$ cat src/rtl/rf_multiport_sb_if.sv
// Bus bundle for the multi-port register file: write ports, read ports,
// destination allocation and scoreboard/status outputs.
interface rf_multiport_sb_if #(
  parameter int ADDR_WIDTH = 5,
  parameter int DATA_WIDTH = 32,
  parameter int NUM_READ   = 2,
  parameter int NUM_WRITE  = 2
);
  localparam int DEPTH = 2 ** ADDR_WIDTH;

  logic [NUM_WRITE-1:0]            wen;
  logic [NUM_WRITE*ADDR_WIDTH-1:0] waddr;
  logic [NUM_WRITE*DATA_WIDTH-1:0] wdata;
  logic [NUM_READ*ADDR_WIDTH-1:0]  raddr;
  logic [NUM_READ*DATA_WIDTH-1:0]  rdata;
  logic [NUM_READ-1:0]             rvalid;
  logic                            alloc_en;
  logic [ADDR_WIDTH-1:0]           alloc_addr;
  logic [DEPTH-1:0]                busy_vec;
  logic [31:0]                     wr_count;

  // Decode/writeback side drives requests and observes the file.
  modport master (
    output wen, waddr, wdata, raddr, alloc_en, alloc_addr,
    input  rdata, rvalid, busy_vec, wr_count
  );

  // Register file side.
  modport slave (
    input  wen, waddr, wdata, raddr, alloc_en, alloc_addr,
    output rdata, rvalid, busy_vec, wr_count
  );
endinterface

$ cat src/rtl/rf_multiport_sb.sv
// Multi-port integer register file with per-register busy scoreboard,
// optional hardwired zero register and optional same-cycle write bypass.
module rf_multiport_sb #(
  parameter int ADDR_WIDTH = 5,
  parameter int DATA_WIDTH = 32,
  parameter int NUM_READ   = 2,
  parameter int NUM_WRITE  = 2,
  parameter bit ZERO_REG   = 1'b1,
  parameter bit BYPASS     = 1'b1
) (
  input logic               clk,
  input logic               rst,
  rf_multiport_sb_if.slave  bus
);
  localparam int DEPTH = 2 ** ADDR_WIDTH;

  logic [DATA_WIDTH-1:0] regs      [DEPTH];
  logic [DATA_WIDTH-1:0] regs_next [DEPTH];
  logic [DEPTH-1:0]      busy;
  logic [DEPTH-1:0]      busy_next;
  logic [DEPTH-1:0]      wr_hit;
  logic [DEPTH-1:0]      alloc_hit;
  logic [31:0]           count;
  logic [31:0]           count_next;
  logic [31:0]           n_commit;
  logic [32:0]           count_sum;

  logic [ADDR_WIDTH-1:0] wa [NUM_WRITE];
  logic [DATA_WIDTH-1:0] wd [NUM_WRITE];
  logic [NUM_WRITE-1:0]  commit;

  // Unpack write ports; a write to register 0 is dropped when it is hardwired.
  generate
    for (genvar gi = 0; gi < NUM_WRITE; gi++) begin : g_wport
      assign wa[gi]     = bus.waddr[gi*ADDR_WIDTH +: ADDR_WIDTH];
      assign wd[gi]     = bus.wdata[gi*DATA_WIDTH +: DATA_WIDTH];
      assign commit[gi] = bus.wen[gi] && !(ZERO_REG && (wa[gi] == '0));
    end
  endgenerate

  // Merge write ports in ascending order so the highest port index wins a collision.
  always_comb begin
    wr_hit = '0;
    for (int r = 0; r < DEPTH; r++) begin
      regs_next[r] = regs[r];
    end
    for (int i = 0; i < NUM_WRITE; i++) begin
      if (commit[i]) begin
        wr_hit[wa[i]]    = 1'b1;
        regs_next[wa[i]] = wd[i];
      end
    end
  end

  // New producer marking; register 0 is never tracked when hardwired.
  always_comb begin
    alloc_hit = '0;
    if (bus.alloc_en && !(ZERO_REG && (bus.alloc_addr == '0))) begin
      alloc_hit[bus.alloc_addr] = 1'b1;
    end
  end

  // Writes retire their producer, but a same-cycle allocation re-arms busy.
  assign busy_next = (busy & ~wr_hit) | alloc_hit;

  // Count distinct registers written this cycle, saturating at all-ones.
  always_comb begin
    n_commit   = 32'($countones(wr_hit));
    count_sum  = {1'b0, count} + {1'b0, n_commit};
    count_next = count_sum[32] ? '1 : count_sum[31:0];
  end

  // Architectural state: register array, scoreboard and write counter.
  always_ff @(posedge clk or posedge rst) begin
    if (rst) begin
      for (int r = 0; r < DEPTH; r++) begin
        regs[r] <= '0;
      end
      busy  <= '0;
      count <= '0;
    end else begin
      for (int r = 0; r < DEPTH; r++) begin
        regs[r] <= regs_next[r];
      end
      busy  <= busy_next;
      count <= count_next;
    end
  end

  assign bus.busy_vec = busy;
  assign bus.wr_count = count;

  // Combinational read ports with optional forwarding of in-flight write data.
  generate
    for (genvar gi = 0; gi < NUM_READ; gi++) begin : g_rport
      logic [ADDR_WIDTH-1:0] ra;
      logic [DATA_WIDTH-1:0] rd;
      logic                  rv;

      assign ra = bus.raddr[gi*ADDR_WIDTH +: ADDR_WIDTH];

      // Priority: reset, then zero register, then bypass (highest port), then storage.
      always_comb begin
        rd = regs[ra];
        rv = ~busy[ra];
        if (BYPASS) begin
          for (int i = 0; i < NUM_WRITE; i++) begin
            if (bus.wen[i] && (wa[i] == ra) && !(ZERO_REG && (ra == '0))) begin
              rd = wd[i];
              rv = 1'b1;
            end
          end
        end
        if (ZERO_REG && (ra == '0)) begin
          rd = '0;
          rv = 1'b1;
        end
        if (rst) begin
          rd = '0;
          rv = 1'b1;
        end
      end

      assign bus.rdata[gi*DATA_WIDTH +: DATA_WIDTH] = rd;
      assign bus.rvalid[gi]                         = rv;
    end
  endgenerate
endmodule

$ cat src/flat_wrapper.sv
// flat-port wrapper written by rule: the top's interface ports become plain ports
module rf_multiport_sb_flat 
#(
  parameter int ADDR_WIDTH = 5,
  parameter int DATA_WIDTH = 32,
  parameter int NUM_READ   = 2,
  parameter int NUM_WRITE  = 2,
  parameter bit ZERO_REG   = 1'b1,
  parameter bit BYPASS     = 1'b1
)
  (clk, rst, bus_wen, bus_waddr, bus_wdata, bus_raddr, bus_alloc_en, bus_alloc_addr, bus_rdata, bus_rvalid, bus_busy_vec, bus_wr_count);
  rf_multiport_sb_if #(.ADDR_WIDTH(ADDR_WIDTH), .DATA_WIDTH(DATA_WIDTH), .NUM_READ(NUM_READ), .NUM_WRITE(NUM_WRITE)) bus_i ();
  input logic clk;
  input logic rst;
  input wire logic [$bits(bus_i.wen)-1:0] bus_wen;
  input wire logic [$bits(bus_i.waddr)-1:0] bus_waddr;
  input wire logic [$bits(bus_i.wdata)-1:0] bus_wdata;
  input wire logic [$bits(bus_i.raddr)-1:0] bus_raddr;
  input wire logic [$bits(bus_i.alloc_en)-1:0] bus_alloc_en;
  input wire logic [$bits(bus_i.alloc_addr)-1:0] bus_alloc_addr;
  output wire logic [$bits(bus_i.rdata)-1:0] bus_rdata;
  output wire logic [$bits(bus_i.rvalid)-1:0] bus_rvalid;
  output wire logic [$bits(bus_i.busy_vec)-1:0] bus_busy_vec;
  output wire logic [$bits(bus_i.wr_count)-1:0] bus_wr_count;
  assign bus_i.wen = bus_wen;
  assign bus_i.waddr = bus_waddr;
  assign bus_i.wdata = bus_wdata;
  assign bus_i.raddr = bus_raddr;
  assign bus_i.alloc_en = bus_alloc_en;
  assign bus_i.alloc_addr = bus_alloc_addr;
  assign bus_rdata = bus_i.rdata;
  assign bus_rvalid = bus_i.rvalid;
  assign bus_busy_vec = bus_i.busy_vec;
  assign bus_wr_count = bus_i.wr_count;
  rf_multiport_sb #(.ADDR_WIDTH(ADDR_WIDTH), .DATA_WIDTH(DATA_WIDTH), .NUM_READ(NUM_READ), .NUM_WRITE(NUM_WRITE), .ZERO_REG(ZERO_REG), .BYPASS(BYPASS)) u_core (.clk(clk), .rst(rst), .bus(bus_i));
endmodule
$ cat config.mk
export PLATFORM = sky130hd
export DESIGN_NAME = rf_multiport_sb_flat
export DESIGN_NICKNAME = d
export VERILOG_FILES = /design/src/rtl/rf_multiport_sb_if.sv /design/src/rtl/rf_multiport_sb.sv /design/src/flat_wrapper.sv
export SDC_FILE = /design/constraint.sdc
export NUM_CORES = 2
export LEC_CHECK = 0
export BUFFER_PORTS_ARGS = -buffer_cell sky130_fd_sc_hd__clkbuf_2
export CORE_UTILIZATION = 50
export CTS_CLUSTER_SIZE = 24
export DETAILED_ROUTE_END_ITERATION = 12
export HOLD_SLACK_MARGIN = 0.08
export PLACE_DENSITY = 0.66
export SYNTH_ARGS = -nofsm -noshare
export SYNTH_HDL_FRONTEND = slang
export SYNTH_SLANG_ARGS = --single-unit
$ cat constraint.sdc
create_clock -name clk -period 50.1 [get_ports clk]
set_input_delay 10.02 -clock clk [delete_from_list [all_inputs] [get_ports clk]]
set_output_delay 10.02 -clock clk [all_outputs]
set_load 0.01 [all_outputs]
### Yosys cells after proc, flatten, opt, wreduce, memory -nomap -nowiden

Cells that the tools add are included.

| storage, ports and cells | value |
|---|---|
| register bits after elaboration | 1088 |
| input bits | 94 |
| output and inout bits | 130 |
| word-level logic and storage cells | 164 |

| operators by class | value |
|---|---|
| add/subtract/negate cells | 32 |
| $lt $le $gt $ge | 14 |
| eq/ne operators | 4 |
| multiplexer cells | 44 |
| bitwise gates (word level) | 10 |
| reductions and logical operators | 26 |

Operator list:

| kind | count |
|---|---|
| $bwmux W1024 | 2 |
| $mux W1024 | 2 |
| $mux W32 | 18 |
| $add A32 B32 Y32 | 15 |
| $bmux W32 S5 | 2 |
| $demux W32 S5 | 2 |
| $or A32 B32 Y32 | 2 |
| $add A32 B32 Y33 | 1 |
| $add A1 B1 Y2 | 16 |
| $and A32 B32 Y32 | 1 |
| $not A32 Y32 | 1 |
| $lt A5 B6 Y1 const B | 5 |
| $logic_not A5 Y1 | 5 |
| $ge A6 B6 Y1 const B | 4 |
| $not A5 Y6 | 4 |
| $eq A5 B5 Y1 | 4 |
| $logic_and A1 B1 Y1 | 16 |
| $demux W1 S5 | 3 |
| $ge A5 B1 Y1 const B | 3 |
| $mux W1 | 13 |
| $lt A6 B1 Y1 const B | 2 |
| $bmux W1 S5 | 2 |
| $logic_not A1 Y1 | 5 |
| $not A1 Y1 | 2 |

### Logic depth before layout (Yosys ltp)

| logic depth | value |
|---|---|
| depth after elaboration | 14 |
| depth in mapped cells | 32 |
| depth with buffers taken out | 28 |

### Worst setup path after synthesis

OpenSTA, ideal clock, no wires.

| timing path | value |
|---|---|
| kind | input to output |
| from | input bus_raddr[5] |
| to | output bus_rvalid[1] |
| data arrival time | 11.887 ns |
| required time | 40.080 ns |
| path slack | 28.193 ns |
| stages | 8 |
| path buffers | 5 |
| path through | buf_6 -> buf_6 -> buf_6 -> buf_6 -> mux4_2 -> mux4_2 -> a41oi_2 -> buf_4 |

| between the ends | value |
|---|---|
| word-level cells in the longest chain between the ends | 7 |
| elaborated cells between the ends (all ways) | 15 |
| classes of those cells | 2 x eq/ne; 6 x mux; 1 x bitwise; 6 x reduce/logical |

Ends and longest elaborated chain:

| what | line | text |
|---|---|---|
| start, declared | flat_wrapper.sv:18 | `input wire logic [$bits(bus_i.raddr)-1:0] bus_raddr;` |
| $bmux W1 S5, or another cell as far along | rf_multiport_sb.sv:105 | `rv = ~busy[ra];` |
| $mux W1 (implied by the code), or another cell as far along | rf_multiport_sb.sv:105 |  |
| $not A1 Y1 / $logic_and A1 B1 Y1 (equally long branches) | rf_multiport_sb.sv:105, rf_multiport_sb.sv:108 |  |
| $mux W1 (2 in series) | rf_multiport_sb.sv:108 | `if (bus.wen[i] && (wa[i] == ra) && !(ZERO_REG && (ra == '0))) begin` |
| $mux W1 (*) | rf_multiport_sb.sv:114 | `if (ZERO_REG && (ra == '0)) begin` |
| $mux W1 (*) | rf_multiport_sb.sv:118 | `if (rst) begin` |
| end, declared | flat_wrapper.sv:22 | `output wire logic [$bits(bus_i.rvalid)-1:0] bus_rvalid;` |

Every way passes the cells marked *; elsewhere a longest branch is shown, timed or not. The select of a mux whose other input is x is not followed.

### Worst setup path after layout

| timing path | value |
|---|---|
| from | input bus_raddr[5] |
| to | output bus_rdata[39] |

| between the ends | value |
|---|---|
| word-level cells in the longest chain between the ends | 8 |
| elaborated cells between the ends (all ways) | 16 |
| classes of those cells | 2 x eq/ne; 7 x mux; 1 x bitwise; 6 x reduce/logical |

Ends and longest elaborated chain:

| what | line | text |
|---|---|---|
| $not A5 Y6 (implied by the code) | rf_multiport_sb.sv:104 | `rd = regs[ra];` |
| $bmux W32 S5 | rf_multiport_sb.sv:104 |  |
| $mux W32 (implied by the code) (2 in series) | rf_multiport_sb.sv:104 |  |
| $mux W32 (2 in series) | rf_multiport_sb.sv:108 |  |
| $mux W32 (*) | rf_multiport_sb.sv:114 |  |
| $mux W32 (*) | rf_multiport_sb.sv:118 |  |
| end, declared | flat_wrapper.sv:21 | `output wire logic [$bits(bus_i.rdata)-1:0] bus_rdata;` |

Marks and branches as above.

==> impl_metrics.py <==
metrics = {
    "power": {
        "power_frac_comb": 0.252,
        "powerDensity_nw_per_um2": 40.6,
        "clockPowerShare": 0.316,
        "ir_drop_mv": 0.0312,
        "p_switching_uw": 979,
        "p_seq_frac": 0.432,
        "leakagePower_nw": 36.0,
        "p_int_mw": 2.04,
        "swShare": 0.324,
    },
    "yosys": {
        "yosys-top-cells-count": "dfrtp_1 (1,088), mux2i_1 (945), nand2_1 (673), nor2_1 (628), a21oi_1 (593)",
        "synth_area_um2": 69000,
        "netlist_instances": 6701,
        "synth_most_common_cell": "dfrtp_1",
        "synth_edf_count": 0,
        "synth_top_area_frac": 0.394,
        "yosysTopAreaCell": "dfrtp_1",
        "yosysWarnings": 0,
        "yosysUniqueCellTypes": 72,
        "yosysSeqAreaShare": 0.394,
        "synthArstFlopShare": 1.00,
        "ys_ff_latch": 1088,
        "syn-num-nets": 6852,
        "synthFlopType": "dfrtp_1",
        "synthTopCellsByArea": "dfrtp_1 (39%), mux4_2 (15%), mux2i_1 (14%)",
        "synth.avg_cell_area_um2": 10.3,
    },
    "cells_and_area": {
        "nets": 6488,
        "stdcell_count": 8245,
        "nFillCells": 11600,
        "finish.instance_area_um2": 74500,
        "area_growth_pct": 7.93,
        "drive_above_1_share": 0.179,
        "seqCellArea_um2": 27200,
        "multi_input_area_um2": 38300,
    },
    "cts": {
        "clk_pin_slew_ns": 0.06,
        "postCtsResizedCells": 0,
        "clockBufferDepth": 3,
        "postCtsSetupBuffers": 0,
        "cts-root-buf": "clkbuf_16",
        "htreeDepth": 3,
        "clk_latency_ns": 0.78,
        "tritoncts": "done",
        "cts_buffers": 120,
        "cts.hold.buffers_added": 0,
        "cts_sinks": 1088,
    },
    "detailed_routing": {
        "antenna_left": 0,
        "remaining_drc_errors": 0,
        "dr.first_iter.drc_count": 11200,
        "dr.pass1.iters": 10,
        "vias_per_cell": 7.41,
        "avgRoutedWirePerCell_um": 36.9,
        "routed_wirelength_mm": 304,
        "via_count": 61100,
    },
    "place": {
        "placed_cells": 7996,
        "dp_slack_ns": 25.09,
        "dp.final_hpwl_mm": 169,
        "port-buffer-count": 223,
        "placed_area_um2": 70300,
        "gp_congestion": 0.973,
    },
    "worst_setup_path": {
        "critPathMaxFanout": 51,
        "cp-start-kind": "input pin",
        "cp.buffers_inverters": 5,
        "cp-end-kind": "output pin",
        "cp_slowest_cell": "a2111oi_0",
        "cp.required_ns": 40.08,
        "crit_type": "input pin to output pin",
        "critPathArrivalTime_ns": 15.18,
        "critPathMostFrequentCell": "buf_4",
        "crit_family": "buffers and inverters",
        "slowest_delay_ns": 1.05,
        "path_cells": "buf_8 -> buf_4 -> buf_4 -> buf_4 -> mux4_2 -> o22a_1 -> o221ai_1 -> a2111oi_0 -> a221o_1 -> clkbuf_2",
    },
    "sta": {
        "tightest_slew_ns": 1.54,
        "setup_ws_ns": 24.90,
        "relSlewSlack": -0.0319,
        "slew_viol_final": 14,
        "finalHoldViolCount": 0,
        "fin_skew_ns": 0.00528,
        "period_share": 0.503,
        "fmax_mhz": 39.7,
        "finalSetupTns_ns": 0,
        "grt_setup_unrepaired": "false",
        "setup_viol": 0,
        "post-route-min-period_ns": 25.20,
    },
    "floorplanning": {
        "die_x_um": 374,
        "boundaryPins": 224,
        "start_util": 0.507,
        "core_area_um2": 136000,
        "rows": 135,
        "die_area_um2": 140000,
        "die_y_um": 374,
    },
    "status": {
        "outcome": "complete, but fails checks",
        "violations": "capacitance limit, slew limit",
    },
    "global_routing": {
        "antenna_found_initial": 36,
        "grt_max_degree": 131,
        "grt.overflow.total": 0,
        "grt_pass1_vias": 56900,
        "track_usage": 0.427,
        "grt_pass1_wl_mm": 427,
    },
    "job": {
        "maxCapViolations": 1,
    },
    "worst_hold_path": {
        "hold_class": "register to register",
    },
}
[per-layer routing]
metal	vias to the layer above	global-route usage	part of all wire
li1	23900	-	-
met1	29600	0.525	0.34
met2	6028	0.586	0.41
met3	1569	0.197	0.16
met4	38	0.310	0.086
met5	-	0.00309	0.00094
[power by group through the flow]
| stage | sequential (mW) | combinational [mW] | clock (mW) |
|---|---|---|---|
| after CTS | 1.29 | 0.742 | 0.952 |
| final | 1.30 | 0.763 | 0.955 |
| after detailed placement | 1.30 | 0.740 | 0 |
| after global placement | 1.29 | 0.719 | 0 |
| after global routing | 1.32 | 0.810 | 0.987 |
| after floorplan | 1.24 | 0.575 | 0 |
[worst paths after layout]
path | start | endpoint | slack [ns] | depth (start not counted)
worst max-delay path | bus_raddr[5] | bus_rdata[39] | 24.90 | 10
worst max register to register | u_core.bus.wr_count[8] | u_core.bus.wr_count[29] | 47.32 | 5
min in group asynchronous | rst | u_core.regs[194] | 9.78 | 2
max in group asynchronous | rst | u_core.regs[494] | 36.93 | 5
worst min-delay path | u_core.regs[993] | u_core.regs[993] | 0.40 | 0
worst min register to register | u_core.regs[993] | u_core.regs[993] | 0.40 | 0
[final cells by class]
type / instances / share of cell area
multi-input cells: 4696 / 0.514
flip-flops and latches: 1088 / 0.365
clock buffers: 162 / 0.0462
repair buffers: 373 / 0.0313
well taps: 1781 / 0.0299
clock inverters: 57 / 0.00949
inverters: 58 / 0.00302
diodes: 30 / 0.00101
[state kept, by name, summed over array words and instances, names as in the netlist]
name                 flops
u_core.bus.busy_vec     32
u_core.regs           1024
u_core.bus.wr_count     32
[metrics by stage]
stage	hold slack, ns	utilization	total power [mW]
finish	0.397	0.547	3.02
global route	0.405	0.547	3.12
floorplan	0.441	-	1.81
global placement	0.380	0.516	2.01
detailed placement	0.384	0.516	2.04
CTS	0.399	0.547	2.98
[cells in the final DEF (no fill, tap or decap), types with 122 or more instances in the layout]
| master | Yosys | layout |
|---|---|---|
| clkbuf_16 | 0 | 122 |
| mux2i_1 | 945 | 945 |
| o21ai_0 | 240 | 240 |
| o21ai_1 | 190 | 190 |
| clkbuf_2 | 18 | 217 |
| dfrtp_1 | 1088 | 1088 |
| nand2_1 | 673 | 623 |
| a21oi_1 | 593 | 592 |
| mux4_2 | 472 | 472 |
| buf_4 | 57 | 148 |
| nor2_1 | 628 | 615 |
[cell families (layout without fill, tap and decap cells)]
| family | count (synthesis) | after routing | synth area share |
|---|---|---|---|
| AOI/OAI and AO/OA | 1601 | 1601 | 0.139 |
| muxes | 1419 | 1419 | 0.291 |
| and+or+nand+nor | 1573 | 1573 | 0.0969 |
| buffers and inverters | 917 | 650 | 0.0591 |
| DFF | 1088 | 1088 | 0.394 |
| adders and majority gates | 57 | 57 | 0.0133 |
| other | 1 | 31 | 0.0000543 |
| xor gates and xnor gates | 45 | 45 | 0.00571 |
(Power assumes the default switching activity.)
